$ cat config.mk
export PLATFORM = sky130hd
export DESIGN_NAME = memory_arbiter
export DESIGN_NICKNAME = d
export VERILOG_FILES = /design/src/rtl/memory_arbiter_pkg.sv /design/src/rtl/memory_arbiter_rr_arbiter2.sv /design/src/rtl/memory_arbiter.sv
export SDC_FILE = /design/constraint.sdc
export NUM_CORES = 1
export LEC_CHECK = 0
export CORE_MARGIN = 8
export CORE_UTILIZATION = 44
export CTS_CLUSTER_DIAMETER = 30
export DETAILED_ROUTE_END_ITERATION = 16
export GPL_ROUTABILITY_DRIVEN = 0
export PLACE_DENSITY = 0.89
export REMOVE_ABC_BUFFERS = 1
export SLEW_MARGIN = 20
export SYNTH_ARGS = -nofsm -noshare
export SYNTH_HDL_FRONTEND = slang
export SYNTH_HIERARCHICAL = 1
export SYNTH_SLANG_ARGS = --single-unit
$ cat constraint.sdc
create_clock -name clk -period 2.6 [get_ports clk]
set_input_delay 0.52 -clock clk [delete_from_list [all_inputs] [get_ports clk]]
set_output_delay 0.52 -clock clk [all_outputs]
set_load 0.02 [all_outputs]
$ cat src/rtl/memory_arbiter_pkg.sv
// Shared constants for the two-port memory arbiter: widths, port ids, FSM states.
`ifndef DATA_WORD_SIZE
`define DATA_WORD_SIZE 8
`endif
`ifndef DATA_ADDR_SIZE
`define DATA_ADDR_SIZE 8
`endif

package memory_arbiter_pkg;
  // Requester index encoding
  localparam logic PORT0 = 1'b0;
  localparam logic PORT1 = 1'b1;

  // IDLE: command register empty, ACCESS: command register drives the bank
  typedef enum logic {
    ST_IDLE   = 1'b0,
    ST_ACCESS = 1'b1
  } state_t;
endpackage

$ cat src/rtl/memory_arbiter_rr_arbiter2.sv
// Two-way round-robin grant: a lone requester wins, a tie goes to the port
// that did not win last time.
module rr_arbiter2
  import memory_arbiter_pkg::*;
(
  input  logic [1:0] i_valid,
  input  logic       i_last_grant,
  output logic [1:0] o_grant
);
  // Grant is purely combinational from the valids and the pointer
  always_comb begin
    o_grant    = 2'b00;
    o_grant[0] = i_valid[0] & (~i_valid[1] | (i_last_grant == PORT1));
    o_grant[1] = i_valid[1] & (~i_valid[0] | (i_last_grant == PORT0));
  end
endmodule

$ cat src/rtl/memory_arbiter.sv
// Two requesters sharing one single-port memory bank. One command accepted per
// cycle, executed in the following cycle; read data is returned one cycle later
// to the owning port, so responses stay in acceptance order.
`ifndef DATA_WORD_SIZE
`define DATA_WORD_SIZE 8
`endif
`ifndef DATA_ADDR_SIZE
`define DATA_ADDR_SIZE 8
`endif

module memory_arbiter
  import memory_arbiter_pkg::*;
#(
  parameter int word_size = `DATA_WORD_SIZE,
  parameter int addr_size = `DATA_ADDR_SIZE
) (
  input  logic                 clk,
  input  logic                 rst_n,
  input  logic                 req0_valid,
  output logic                 req0_ready,
  input  logic                 req0_we,
  input  logic [addr_size-1:0] req0_addr,
  input  logic [word_size-1:0] req0_wdata,
  input  logic                 req1_valid,
  output logic                 req1_ready,
  input  logic                 req1_we,
  input  logic [addr_size-1:0] req1_addr,
  input  logic [word_size-1:0] req1_wdata,
  output logic                 rsp0_valid,
  output logic [word_size-1:0] rsp0_rdata,
  output logic                 rsp1_valid,
  output logic [word_size-1:0] rsp1_rdata,
  output logic                 mem_w_en,
  output logic [addr_size-1:0] mem_addr,
  output logic [word_size-1:0] mem_d_in,
  input  logic [word_size-1:0] mem_d_out
);

  state_t               r_state;
  state_t               w_state_nxt;
  logic                 r_last_grant;
  logic                 r_cmd_valid;
  logic                 r_cmd_port;
  logic                 r_cmd_we;
  logic [addr_size-1:0] r_cmd_addr;
  logic [word_size-1:0] r_cmd_wdata;
  logic                 r_rsp0_valid;
  logic                 r_rsp1_valid;
  logic [word_size-1:0] r_rsp0_rdata;
  logic [word_size-1:0] r_rsp1_rdata;

  logic [1:0]           w_grant;
  logic                 w_accept;
  logic                 w_sel;
  logic                 w_access;

  rr_arbiter2 u_arb (
    .i_valid      ({req1_valid, req0_valid}),
    .i_last_grant (r_last_grant),
    .o_grant      (w_grant)
  );

  // Readies are masked by reset so nothing looks accepted while held in reset
  assign req0_ready = w_grant[0] & rst_n;
  assign req1_ready = w_grant[1] & rst_n;
  assign w_accept   = req0_ready | req1_ready;
  assign w_sel      = req1_ready ? PORT1 : PORT0;
  assign w_access   = (r_state == ST_ACCESS) & r_cmd_valid;

  // State register
  always_ff @(posedge clk or negedge rst_n) begin
    if (!rst_n) r_state <= ST_IDLE;
    else        r_state <= w_state_nxt;
  end

  // Next state: stay busy as long as a new command is accepted every cycle
  always_comb begin
    w_state_nxt = ST_IDLE;
    if (w_accept) w_state_nxt = ST_ACCESS;
  end

  // Bank drive: command register in ACCESS, quiet zeros in IDLE
  always_comb begin
    mem_w_en = 1'b0;
    mem_addr = '0;
    mem_d_in = '0;
    if (w_access) begin
      mem_w_en = r_cmd_we;
      mem_addr = r_cmd_addr;
      mem_d_in = r_cmd_wdata;
    end
  end

  // Round-robin pointer moves only when something is actually accepted
  always_ff @(posedge clk or negedge rst_n) begin
    if (!rst_n)        r_last_grant <= PORT1;
    else if (w_accept) r_last_grant <= w_sel;
  end

  // Command register captures the accepted command; payload kept when empty
  always_ff @(posedge clk or negedge rst_n) begin
    if (!rst_n) begin
      r_cmd_valid <= 1'b0;
      r_cmd_port  <= PORT0;
      r_cmd_we    <= 1'b0;
      r_cmd_addr  <= '0;
      r_cmd_wdata <= '0;
    end else begin
      r_cmd_valid <= w_accept;
      if (w_accept) begin
        r_cmd_port  <= w_sel;
        r_cmd_we    <= w_sel ? req1_we    : req0_we;
        r_cmd_addr  <= w_sel ? req1_addr  : req0_addr;
        r_cmd_wdata <= w_sel ? req1_wdata : req0_wdata;
      end
    end
  end

  // Read response: register bank data for the owning port, pulse valid once
  always_ff @(posedge clk or negedge rst_n) begin
    if (!rst_n) begin
      r_rsp0_valid <= 1'b0;
      r_rsp1_valid <= 1'b0;
      r_rsp0_rdata <= '0;
      r_rsp1_rdata <= '0;
    end else begin
      r_rsp0_valid <= 1'b0;
      r_rsp1_valid <= 1'b0;
      if (w_access && !r_cmd_we) begin
        if (r_cmd_port == PORT1) begin
          r_rsp1_valid <= 1'b1;
          r_rsp1_rdata <= mem_d_out;
        end else begin
          r_rsp0_valid <= 1'b1;
          r_rsp0_rdata <= mem_d_out;
        end
      end
    end
  end

  assign rsp0_valid = r_rsp0_valid;
  assign rsp1_valid = r_rsp1_valid;
  assign rsp0_rdata = r_rsp0_rdata;
  assign rsp1_rdata = r_rsp1_rdata;

endmodule

==> impl_metrics.yaml <==
outcome:
  status: "finished clean"
worst_setup_path:
  critPathMaxFanout: 2
  rr_startpoint: "r_cmd_valid"
  critPathTopFamily: "buffers and inverters"
  cp_data_required_time_ns: 2.08
  arrival_ns: 1.99
  start_kind: "primary input"
  crit_path_cell_trace: "clkdlybuf4s50_1 -> a21boi_1 -> nand2_1 -> inv_1 -> clkdlybuf4s50_1"
  setup.worst_path.start: "req0_valid"
  slowest_stage: "clkdlybuf4s50_1"
  cpMostUsedCell: "clkdlybuf4s50_1"
  endpoint_kind: "output port"
  cp_num_buf_inv: 3
  slowest_delay_ns: 0.62
  path_class: "in -> out"
clock_tree:
  cts.sink_count: 38
  cts_buffers: 5
  cts_tree: "done"
  clk_latency_ns: 0.29
  clk_path_buf_depth: 2
  h-tree-depth: 2
  cts-root-buf: "clkbuf_8"
  cts_setup_buffers: 0
  cts.clk_slew.worst_paths_ns: 0.07
synth:
  ys_types: 22
  synth.avg_cell_area_sq_um: 11.75
  synth-seq-cells: 38
  synth_cells: 151
  yosys_warnings: 6
  seq_area_frac_synth_pct: 53.67
  synth_area_sq_um: 1774
floorplan:
  die_y_um: 79.50
  ios: 83
  rows: 23
  start_util_pct: 45.00
  die_x_um: 79.50
  coreArea_sq_um: 3943
  dieArea_sq_um: 6320
cells_and_area:
  ff_latch_area_sq_um: 952.2
  n_fill_cell: 310
  final_cell_mix: "clkdlybuf4s50_1 (80), dfrtp_1 (37), nor2_1 (28)"
  fin_area_sq_um: 2768
  multi_input_area_sq_um: 720.7
  final_common_cell: "clkdlybuf4s50_1"
  drive_above_1_share_pct: 18.14
  synthToLayoutAreaGrowth_pct: 55.99
  nNetsFinal: 282
  diodes: 0
timing:
  slew_headroom_pct: 54.82
  max_clock_freq_ghz: 0.3979
  period_share_pct: 96.66
  clock_skew_ns: 0.008505
  period_needed_ns: 2.513
  rsz0062_at_grt: "false"
  fin_hold_ws_ns: 0.2150
  finalSetupViolCount: 0
  hold_viol: 0
  worst_pin_slew_ns: 0.6770
  slew_violations: 0
detailed_routing:
  viasPerCell: 5.195
  drt-total-wl_um: 4970
  drc: 0
  wl_per_cell_um: 17.32
  postRouteAntennaNets: 0
  drt_iter0_drc: 84
  vias: 1491
  drtPass1Iterations: 4
placement:
  post-dp-hpwl_um: 3843
  post_dp_cell_area_sq_um: 2623
  io_buffers: 82
global_route:
  groute.usage.overall_pct: 16.16
  antenna_found_initial: 0
  grt_pass1_vias: 1604
  grt_max_degree: 31
  grt_pass1_wl_um: 7990
  grt-ovfl-total: 0
power:
  leakage_nw: 1.184
  power_density_nw_per_um2: 907.0
  vdd_drop_max_mv: 0.6618
run:
  max_cap_viol_count: 0
worst_hold_path:
  min_path_type: "in -> async"
==> cell usage after synthesis <==
| library cell | n | area share (%) |
|---|---|---|
| a21boi_0 | 1 | 0.42 |
| a21boi_1 | 1 | 0.42 |
| and2_1 | 10 | 3.5 |
| and2_2 | 7 | 3.0 |
| buf_2 | 3 | 0.85 |
| buf_4 | 2 | 0.85 |
| buf_6 | 4 | 2.5 |
| clkbuf_1 | 2 | 0.42 |
| dfrtp_1 | 37 | 52 |
| dfstp_2 | 1 | 1.5 |
| inv_1 | 5 | 1.1 |
| mux2_2 | 8 | 5.1 |
| mux2_4 | 8 | 6.8 |
| nand2_1 | 6 | 1.3 |
| nand2b_4 | 1 | 0.78 |
| nand3b_4 | 1 | 1.1 |
| nor2_1 | 28 | 5.9 |
| nor3b_4 | 1 | 1.1 |
| o21a_1 | 1 | 0.42 |
| o22ai_1 | 6 | 2.1 |
| o32ai_1 | 17 | 8.4 |
| or2_1 | 1 | 0.35 |
==> per-stage QoR <==
| step | utilization, % | setup WS [ns] | setup TNS, ns | cells | total power, mW |
|---|---|---|---|---|---|
| 6_report | 70.20 | 0.08697 | 0 | 287 | 2.510 |
| 5_1_grt | 70.20 | 0.001819 | 0 | 287 | 2.624 |
| 2_1_floorplan | - | 0.2064 | 0 | 140 | 1.397 |
| 3_5_place_dp | 66.52 | -0.04827 | -0.04827 | 279 | 1.918 |
| 3_3_place_gp | 66.52 | 0.04482 | 0 | 279 | 1.882 |
| 4_1_cts | 70.14 | 0.03601 | 0 | 287 | 2.533 |
==> metal layers <==
layer / share of wire (%) / GRT usage [%]
met1: 38 / 17.91
met4: 1.7 / 7.963
met2: 51 / 27.55
met3: 9.0 / 4.730
met5: 0 / 0
==> logic make-up after synthesis <==
logic type	after synthesis	share of synthesized area, %
muxes	16	11.85
AOI/OAI and AO/OA	26	11.78
buffers and inverters	16	5.712
DFF	38	53.67
and+or+nand+nor	55	17.00
==> path summary, 6_finish.rpt <==
kind | to | slack (ns) | depth (start not counted)
max in group asynchronous | rsp1_rdata[2] | 2.02 | 2
min | r_cmd_we | 0.21 | 2
max | req0_ready | 0.09 | 5
max reg2reg | rsp0_rdata[7] | 0.79 | 3
min in group clk | r_last_grant | 0.48 | 2
min reg2reg | r_last_grant | 0.48 | 2
==> sequential cells by signal, summed over array words and instances, names as in the netlist <==
signal	cells
r_last_grant	1
r_cmd_valid	1
r_cmd_we	1
rsp0_rdata	8
rsp0_valid	1
r_cmd_addr	8
rsp1_valid	1
rsp1_rdata	8
r_cmd_port	1
r_cmd_wdata	8
==> final cells by class <==
| class | instances | area share, % |
|---|---|---|
| Sequential cell | 38 | 34.40 |
| Timing Repair Buffer | 89 | 31.46 |
| Multi-Input combinational cell | 97 | 26.04 |
| Tap cell | 50 | 2.260 |
| Clock buffer | 6 | 2.984 |
| Clock inverter | 2 | 2.170 |
| Inverter | 5 | 0.6781 |
==> timing repair <==
item                                    in CTS  in global routing
gates resized for setup                      1                  1
endpoints found under the setup margin       1                  1
hold buffers                                 0                  0
==> report_power, final <==
group / switching (mW) / total (mW) / internal, mW
logic: 0.447 / 0.994 / 0.547
registers: 0.117 / 0.905 / 0.787
clock network: 0.203 / 0.612 / 0.409
total: 0.767 / 2.51 / 1.74
(Power assumes the default switching activity.)
